--- src/rtl/dmem_mmio_pkg.sv ---
// dmem_mmio_pkg: shared constants for the data-memory / MMIO stage.
//   - I/O register offsets within the I/O page
//   - STATUS register bit positions
//   - default I/O page selector
//   - pack_status(): builds the STATUS read word
package dmem_mmio_pkg;

  localparam logic [15:0] DEF_IO_PAGE = 16'hFFFF;

  localparam logic [7:0] OFF_TXDATA = 8'h00;
  localparam logic [7:0] OFF_STATUS = 8'h04;
  localparam logic [7:0] OFF_CYCLES = 8'h08;

  localparam int ST_FULL   = 0;
  localparam int ST_EMPTY  = 1;
  localparam int ST_OVF    = 2;
  localparam int ST_CNT_LO = 4;
  localparam int ST_CNT_HI = 8;

  function automatic logic [31:0] pack_status(input logic       full,
                                              input logic       empty,
                                              input logic       ovf,
                                              input logic [4:0] cnt);
    logic [31:0] s;
    s = '0;
    s[ST_FULL]             = full;
    s[ST_EMPTY]            = empty;
    s[ST_OVF]              = ovf;
    s[ST_CNT_HI:ST_CNT_LO] = cnt;
    return s;
  endfunction

endpackage

--- src/rtl/dmem_mmio_fifo.sv ---
// sync_fifo: circular-buffer FIFO, combinational head output.
//   clk, reset (async, active low)
//   push/din  : write din at the tail; caller only pushes when a slot exists
//               (not full, or full with a pop in the same cycle)
//   pop       : drop the head; caller only pops when not empty
//   dout      : current head entry (storage itself is not reset)
//   full, empty, count (0..DEPTH)
module sync_fifo #(
  parameter int WIDTH = 8,
  parameter int DEPTH = 4,
  localparam int PW = $clog2(DEPTH),
  localparam int CW = PW + 1
) (
  input  logic             clk,
  input  logic             reset,
  input  logic             push,
  input  logic [WIDTH-1:0] din,
  input  logic             pop,
  output logic [WIDTH-1:0] dout,
  output logic             full,
  output logic             empty,
  output logic [CW-1:0]    count
);

  logic [WIDTH-1:0] mem [DEPTH];
  logic [PW-1:0]    wr_ptr, rd_ptr;
  logic [CW-1:0]    cnt;

  assign dout  = mem[rd_ptr];
  assign full  = (cnt == CW'(DEPTH));
  assign empty = (cnt == '0);
  assign count = cnt;

  // When full, wr_ptr == rd_ptr: a simultaneous pop consumes the old head at
  // this edge while the push overwrites that same slot.
  always_ff @(posedge clk) begin
    if (push) mem[wr_ptr] <= din;
  end

  always_ff @(posedge clk or negedge reset) begin
    if (!reset) begin
      wr_ptr <= '0;
      rd_ptr <= '0;
      cnt    <= '0;
    end else begin
      if (push) wr_ptr <= wr_ptr + PW'(1);
      if (pop)  rd_ptr <= rd_ptr + PW'(1);
      case ({push, pop})
        2'b10:   cnt <= cnt + CW'(1);
        2'b01:   cnt <= cnt - CW'(1);
        default: cnt <= cnt;
      endcase
    end
  end

endmodule

--- src/rtl/dmem_mmio.sv ---
// dmem_mmio: data memory stage for the single-cycle core.
//   clk, reset (async, active low)
//   we, addr, wdata : store enable / byte address / store data from the core
//   rdata           : combinational load data back to the core
//   tx_valid/tx_data/tx_ready : console byte stream out of the TX FIFO
// addr[31:16] == IO_PAGE selects the I/O page (TXDATA, STATUS, CYCLES by
// addr[7:0]); everything else is the word-addressed RAM, which wraps.
module dmem_mmio
  import dmem_mmio_pkg::*;
#(
  parameter int          MEM_WORDS  = 64,
  parameter int          FIFO_DEPTH = 4,
  parameter logic [15:0] IO_PAGE    = DEF_IO_PAGE
) (
  input  logic        clk,
  input  logic        reset,
  input  logic        we,
  input  logic [31:0] addr,
  input  logic [31:0] wdata,
  output logic [31:0] rdata,
  output logic        tx_valid,
  output logic [7:0]  tx_data,
  input  logic        tx_ready
);

  localparam int AW = $clog2(MEM_WORDS);
  localparam int CW = $clog2(FIFO_DEPTH) + 1;

  // ---------------- decode ----------------
  logic          io_sel;
  logic [7:0]    off;
  logic [AW-1:0] idx;

  assign io_sel = (addr[31:16] == IO_PAGE);
  assign off    = addr[7:0];
  assign idx    = addr[AW+1:2];

  logic wr_tx, wr_status, wr_cycles;
  assign wr_tx     = we && io_sel && (off == OFF_TXDATA);
  assign wr_status = we && io_sel && (off == OFF_STATUS);
  assign wr_cycles = we && io_sel && (off == OFF_CYCLES);

  // ---------------- RAM ----------------
  logic [31:0] ram [MEM_WORDS];

  always_ff @(posedge clk) begin
    if (we && !io_sel) ram[idx] <= wdata;
  end

  // ---------------- TX FIFO ----------------
  logic          f_full, f_empty, f_pop, f_push;
  logic [CW-1:0] f_count;

  assign tx_valid = !f_empty;
  assign f_pop    = tx_valid && tx_ready;
  // A pop on a full FIFO frees the slot this push lands in.
  assign f_push   = wr_tx && (!f_full || f_pop);

  sync_fifo #(.WIDTH(8), .DEPTH(FIFO_DEPTH)) u_txq (
    .clk   (clk),
    .reset (reset),
    .push  (f_push),
    .din   (wdata[7:0]),
    .pop   (f_pop),
    .dout  (tx_data),
    .full  (f_full),
    .empty (f_empty),
    .count (f_count)
  );

  // ---------------- ovf / cycle counter ----------------
  logic        ovf;
  logic        ovf_set, ovf_clr;
  logic [31:0] cycles;

  assign ovf_set = wr_tx && !f_push;
  assign ovf_clr = wr_status && wdata[ST_OVF];

  always_ff @(posedge clk or negedge reset) begin
    if (!reset) begin
      ovf    <= 1'b0;
      cycles <= '0;
    end else begin
      // set beats clear when both land in one cycle
      ovf    <= ovf_set || (ovf && !ovf_clr);
      cycles <= wr_cycles ? '0 : cycles + 32'd1;
    end
  end

  // ---------------- read mux ----------------
  always_comb begin
    rdata = '0;
    if (io_sel) begin
      case (off)
        OFF_STATUS: rdata = pack_status(f_full, f_empty, ovf, 5'(f_count));
        OFF_CYCLES: rdata = cycles;
        default:    rdata = '0;
      endcase
    end else begin
      rdata = ram[idx];
    end
  end

  // addr[15:8] play no part in decode; [1:0] are the byte lane.
  logic unused_addr;
  assign unused_addr = &{1'b0, addr[15:8], addr[1:0]};

endmodule

--- config.mk ---
export PLATFORM = sky130hd
export DESIGN_NAME = dmem_mmio
export DESIGN_NICKNAME = d
export VERILOG_FILES = /design/src/rtl/dmem_mmio_pkg.sv /design/src/rtl/dmem_mmio_fifo.sv /design/src/rtl/dmem_mmio.sv
export SDC_FILE = /design/constraint.sdc
export NUM_CORES = 2
export LEC_CHECK = 0
export ABC_CLOCK_PERIOD_IN_PS = 3300
export BUFFER_PORTS_ARGS = -buffer_cell sky130_fd_sc_hd__buf_2
export CORE_ASPECT_RATIO = 0.5
export CORE_MARGIN = 10
export CORE_UTILIZATION = 56
export CTS_CLUSTER_SIZE = 24
export DETAILED_ROUTE_END_ITERATION = 10
export PLACE_DENSITY = 0.75
export SLEW_MARGIN = 20
export SYNTH_ARGS = -nofsm -noshare
export SYNTH_HDL_FRONTEND = slang
export SYNTH_SLANG_ARGS = --single-unit
--- constraint.sdc ---
create_clock -name clk -period 3.3 [get_ports clk]
set_input_delay 0.825 -clock clk [delete_from_list [all_inputs] [get_ports clk]]
set_output_delay 0.825 -clock clk [all_outputs]
set_load 0.05 [all_outputs]
# Word level (Yosys, flattened, before mapping)
# Memories as Yosys holds them, arrays and structs flattened.
# Index checks and enable logic that the tools add are counted.
# totals
ff_bits	40
ram_bits	2080
input_bits	68
wordCells	46
mem_count	2
# memory_table
name	depth	width	read_ports	rd_clocked_by_memory_dff	write_ports	line	rtl
ram	64	32	1	0	1	dmem_mmio.sv:44	logic [31:0] ram [MEM_WORDS];
u_txq.mem	4	8	1	0	1	dmem_mmio_fifo.sv:25	logic [WIDTH-1:0] mem [DEPTH];
# classes
addsub	5
eq_ne	6
muxes	8
n_reduce_logical	20
# ops
op	n
two-way mux 32 bit	2
one-hot mux 32 bit (2 select lines)	1
adder 32 x 1 -> 32 bit, second input constant	1
== test 16 bit, second input constant	1
logical AND 1 bit	10
== test 8 x 3 -> 1 bit, second input constant	1
== test 8 x 4 -> 1 bit, second input constant	1
logical NOT 8 bit	1
one-hot mux 3 bit (2 select lines)	1
logical NOT 1 bit	5
adder 2 x 1 -> 2 bit, second input constant	2
two-way mux 1 bit	4
adder 3 x 1 -> 3 bit, second input constant	1
== test 3 bit, second input constant	1
logical NOT 3 bit	1
subtractor 3 x 1 -> 3 bit, second input constant	1
== test 2 x 1 -> 1 bit, second input constant	1
== test 2 bit, second input constant	1
logical OR 1 bit	2
nonzero test 2 bit	1

# Logic depth before layout (Yosys ltp)
# depth
ltp_word	8
ltp_mapped	11
ltp_nobuf	8

# Modules after synthesis
# A second synthesis with hierarchy kept.
# hier_totals
cells_unflattened	3848
hier_area_um2	82097.5
# by_module_without_submodules
module	n_inst	cells_each	area_each_um2	seq_area_each_um2
dmem_mmio	1	3769	80546.0	62324.8
sync_fifo	1	79	1551.5	1136.1

# Worst setup path before layout
# OpenSTA, ideal clock, no wires.
# synth_timing
path_type	input to register
startpoint	in addr[2]
endpoint	mem ram[15][0], enable pin
t_arrival_ps	3615
path_slack_ps	-736
stages	9
cell_sequence	buf_6 buf_6 buf_6 buf_6 buf_4 buf_4 and3_1 nand2_1 nor2_1
# synth_lines
item	line	rtl
from (decl)	dmem_mmio.sv:18	input logic [31:0] addr,
to (decl)	dmem_mmio.sv:44	
# No word-level cell before the write port.

# Final worst setup path
# layout_timing
startpoint	in addr[5]
endpoint	out rdata[25]
# layout_via
elab_chain_cells	3
word_cells_on_any_way	5
# layout_rtl
item	line	rtl
branches (longest 2 deep; another with memory read (64 x 32 bit))	-	
two-way mux 32 bit (*)	dmem_mmio.sv:93	if (io_sel) begin
to (decl)	dmem_mmio.sv:20	output logic [31:0] rdata,
# Mark *: on every way between the ends.

==> impl_summary.log <==
[metrics] result of the run: complete, but fails checks
[metrics] failing checks: negative setup slack
[metrics] kind of end point of the critical path: output pin
[metrics] worst r2r src: u_txq.count[0]
[metrics] category of the critical setup timing path: primary input to output pin
[metrics] Worst Hold Class: primary input to async pin
[metrics] cells after synthesis: 3851
[metrics] number of cell rows: 99
[metrics] Arr. time, crit path: 3.30 ns
[metrics] final weighted congestion in routability-driven placement: 0.9723
[metrics] Initial Util: a little under three fifths
[metrics] most common cell in the synthesized netlist: sky130_fd_sc_hd__edfxtp_1
[metrics] routed len/inst: ~42 um
[metrics] worst setup skew after layout: about 0.024 ns
[metrics] drt first pass iters: 8
[metrics] flip-flop and latch area: approximately 0.063 mm^2
[metrics] fraction of final layout cells with drive strength greater than 1: 40.17%
[metrics] count of clock tree sinks: 2120
[metrics] CTS buffer count: 177
[metrics] sequential cell area fraction in the yosys report: 77.41%
[metrics] FF-to-FF End: u_txq.count[2]
[metrics] placed cell count: roughly 6400
[metrics] via count: 50090
[metrics] Max-slew headroom: 22.39%
[metrics] wire length of the first global-routing pass: slightly below 400 mm
[metrics] ranking of synthesized cells by instance count: sky130_fd_sc_hd__edfxtp_1, sky130_fd_sc_hd__mux4_2, sky130_fd_sc_hd__mux2i_1
[metrics] CTS Hold Bufs: 0
[metrics] post-synthesis sequential element count: 2120
[metrics] largest net degree at the start of global routing: 70
[metrics] clock latency of the later-clocked register in the worst-skew pair: 0.82 ns
[metrics] number of antenna violations at the first check in global routing: 21
[metrics] leakage power figure: around 34 nW
[metrics] post-route insts no fill: 6866
[metrics] number of port buffers: 100
[metrics] Filler Cell Count: 8151
[metrics] ANT nets after route: 0
[metrics] biggest area consumer among synthesized cells: sky130_fd_sc_hd__edfxtp_1
[metrics] number of unique standard cell types used by synthesis: 74
[metrics] initial drt markers: 10060
[metrics] number of global-route vias before repair: 48080
[metrics] combined area of the multi-input logic cells: 0.01938 mm^2
[metrics] final global-route overflow total: 0
[metrics] Pins Over Slew Limit: 0
[metrics] total of warnings raised by yosys: 0
[metrics] area of all placed cells without fillers: 0.1016 mm^2
[metrics] Core Box Area: 0.1457 mm^2
[metrics] synthesized area per cell: between 20 and 25 um^2
[metrics] DR DRC count: 0
[metrics] required time of the critical path: 2.47 ns
[metrics] largest voltage drop on the vdd net: 0.0004127 V
[metrics] final hold vios: 0
[metrics] Top-Level Pins: 109
[metrics] cell at the root of the clock tree: sky130_fd_sc_hd__clkbuf_16
[metrics] critical path fanouts, max: 7
[metrics] die extent in y: between 200 and 300 um
[metrics] count of nets after finishing: 4821
[metrics] final setup vio count: 32
[metrics] Synth Net Count: 3925
[metrics] share of flip-flops with an asynchronous set or reset after synthesis: 1.887%
[metrics] Die W: 561.1 um
[metrics] GRT Resource Usage Total: around 34%
[metrics] Maximum Capacitance Violations: 0
[metrics] placed instance area: 0.09272 mm^2
[metrics] Final Power: 55.85 mW
[metrics] TritonCTS clock tree: yes
[metrics] post-layout utilization of the core: 69.77%
[metrics] post-layout min period: 4.123 ns
[metrics] R2R setup slack: 0.92 ns
[metrics] H-tree lvl count: 4
[metrics] highest attainable clock frequency: 242.5 MHz
[metrics] Die Footprint: ~0.16 mm^2
[metrics] number of buffers between clock root and the deepest sink: 3
[metrics] number of enable flip-flop cells after synthesis: 2080
[metrics] Post-Syn Area: 0.08198 mm^2
[metrics] growth of design area from synthesis to finish: 23.99%
[metrics] setup repair after global routing missed its margin: true
[metrics] cell types occupying the most area after synthesis: sky130_fd_sc_hd__edfxtp_1, sky130_fd_sc_hd__mux4_2, sky130_fd_sc_hd__mux2i_1
[metrics] final wirelength: 288.3 mm
[metrics] least setup slack across all paths after layout: -0.8234 ns
[metrics] period utilization: 125.0%
[metrics] Power Dens Cells: around 550 mW/mm^2
[metrics] main flop type after synthesis: sky130_fd_sc_hd__edfxtp_1
[metrics] drt via density: about 7.3
[metrics] Clock transition at path regs: 0.07 ns
[metrics] launching element type of the critical path: primary input
[metrics] Yosys top cell area share: 76.19%
[metrics] final HPWL from detailed placement: between 150 and 200 mm
[metrics] logic depth of the worst register-to-register path: 8
[metrics] Post-Route Setup TNS: -21.33 ns
[metrics] worst-margin pin slew: 1.164 ns
==> per-layer routing <==
metal / global-route usage [%] / wire (um)
met2: 48.22 / 121200
met5: 0.3569 / 464
met4: 15.86 / 17260
met3: 17.35 / 57500
met1: 45.17 / 91860
==> worst max-delay path, cell delays in order <==
cell and delay (ns):
sky130_fd_sc_hd__buf_6 0.14, sky130_fd_sc_hd__buf_12 0.16, sky130_fd_sc_hd__or3b_4 0.51, sky130_fd_sc_hd__nor2_1 0.36, sky130_fd_sc_hd__buf_4 0.21, sky130_fd_sc_hd__a21oi_1 0.07, sky130_fd_sc_hd__nand2_1 0.12, sky130_fd_sc_hd__a31oi_1 0.05
sky130_fd_sc_hd__buf_4 0.17, sky130_fd_sc_hd__a31oi_4 0.46, sky130_fd_sc_hd__buf_12 0.21
==> area by class of cell <==
type                            count  share of cell area, %
Sequential cell                  2120                  62.44
Antenna cell                       10                0.02462
Multi-Input combinational cell   1513                  19.07
Clock buffer                      208                  4.493
Clock inverter                    111                  1.115
Tap cell                         1969                  2.424
Timing Repair Buffer              927                  10.40
Inverter                            8                0.03078
==> state kept, by name, indices dropped and copies added (netlist names) <==
| name | flops |
|---|---|
| u_txq.rd_ptr | 2 |
| ram | 2048 |
| u_txq.mem | 32 |
| cycles | 32 |
| ovf | 1 |
| u_txq.wr_ptr | 2 |
| u_txq.count | 3 |
==> repair_timing <==
action | 4_1_cts | 5_1_grt
pin swaps | 47 | 39
cloned | 11 | 2
resized for setup | 351 | 91
endpoints found under the setup margin | 32 | 33
buffers inserted | 67 | 34
==> power by group <==
group	total (mW)	internal (mW)	switching, mW
clock	21.5	11.5	9.96
sequential	29.8	29.7	0.0542
combinational	4.62	1.86	2.75
==> worst max path at each step <==
stage / start / to / slack, ns / cells after the start
after global routing: addr[3] / rdata[18] / -0.83 / 11
after CTS: addr[2] / rdata[18] / -0.70 / 11
final: addr[5] / rdata[25] / -0.82 / 11
after global placement: addr[2] / rdata[0] / -1.90 / 11
after detailed placement: addr[2] / rdata[20] / -1.45 / 11
after floorplan: addr[2] / ram[15][0] / -0.31 / 9
==> per-stage QoR <==
| step | hold WS (ns) | setup WS (ns) |
|---|---|---|
| floorplan | 0.4479 | -0.3071 |
| detailed placement | 0.5420 | -1.454 |
| global placement | 0.5098 | -1.903 |
| global route | 0.04552 | -0.8287 |
| finish | 0.03073 | -0.8234 |
| CTS | 0.2358 | -0.6991 |
==> kinds of logic (layout without fill, tap and decap cells) <==
| group | count (synthesis) | after routing | share of synthesized area (%) |
|---|---|---|---|
| flops | 2120 | 2120 | 77.41 |
| mux | 637 | 637 | 14.93 |
| compound gates | 400 | 400 | 3.289 |
| buf+inv | 218 | 1254 | 1.432 |
| xor+xnor | 32 | 32 | 0.3419 |
| simple gates | 438 | 438 | 2.496 |
| other cells | 0 | 10 | 0 |
| fa+ha+maj | 6 | 6 | 0.1007 |
==> placed cells by master (no fill, tap or decap), types with 32 or more instances in the layout <==
cell type	Yosys	layout
sky130_fd_sc_hd__edfxtp_1	2080	2080
sky130_fd_sc_hd__buf_4	30	547
sky130_fd_sc_hd__mux4_2	466	466
sky130_fd_sc_hd__buf_12	0	224
sky130_fd_sc_hd__clkbuf_16	0	180
sky130_fd_sc_hd__mux2i_1	150	136
sky130_fd_sc_hd__nand2_1	119	108
sky130_fd_sc_hd__nor2_1	149	71
sky130_fd_sc_hd__nor2_4	0	69
sky130_fd_sc_hd__a21oi_1	110	66
sky130_fd_sc_hd__buf_6	23	62
sky130_fd_sc_hd__a22oi_1	75	54
sky130_fd_sc_hd__buf_2	56	49
sky130_fd_sc_hd__nand3_1	53	47
sky130_fd_sc_hd__dfrtp_1	40	39
sky130_fd_sc_hd__clkinv_1	1	36
sky130_fd_sc_hd__a21oi_2	1	33
sky130_fd_sc_hd__clkinv_2	0	32
(Power assumes the default switching activity.)
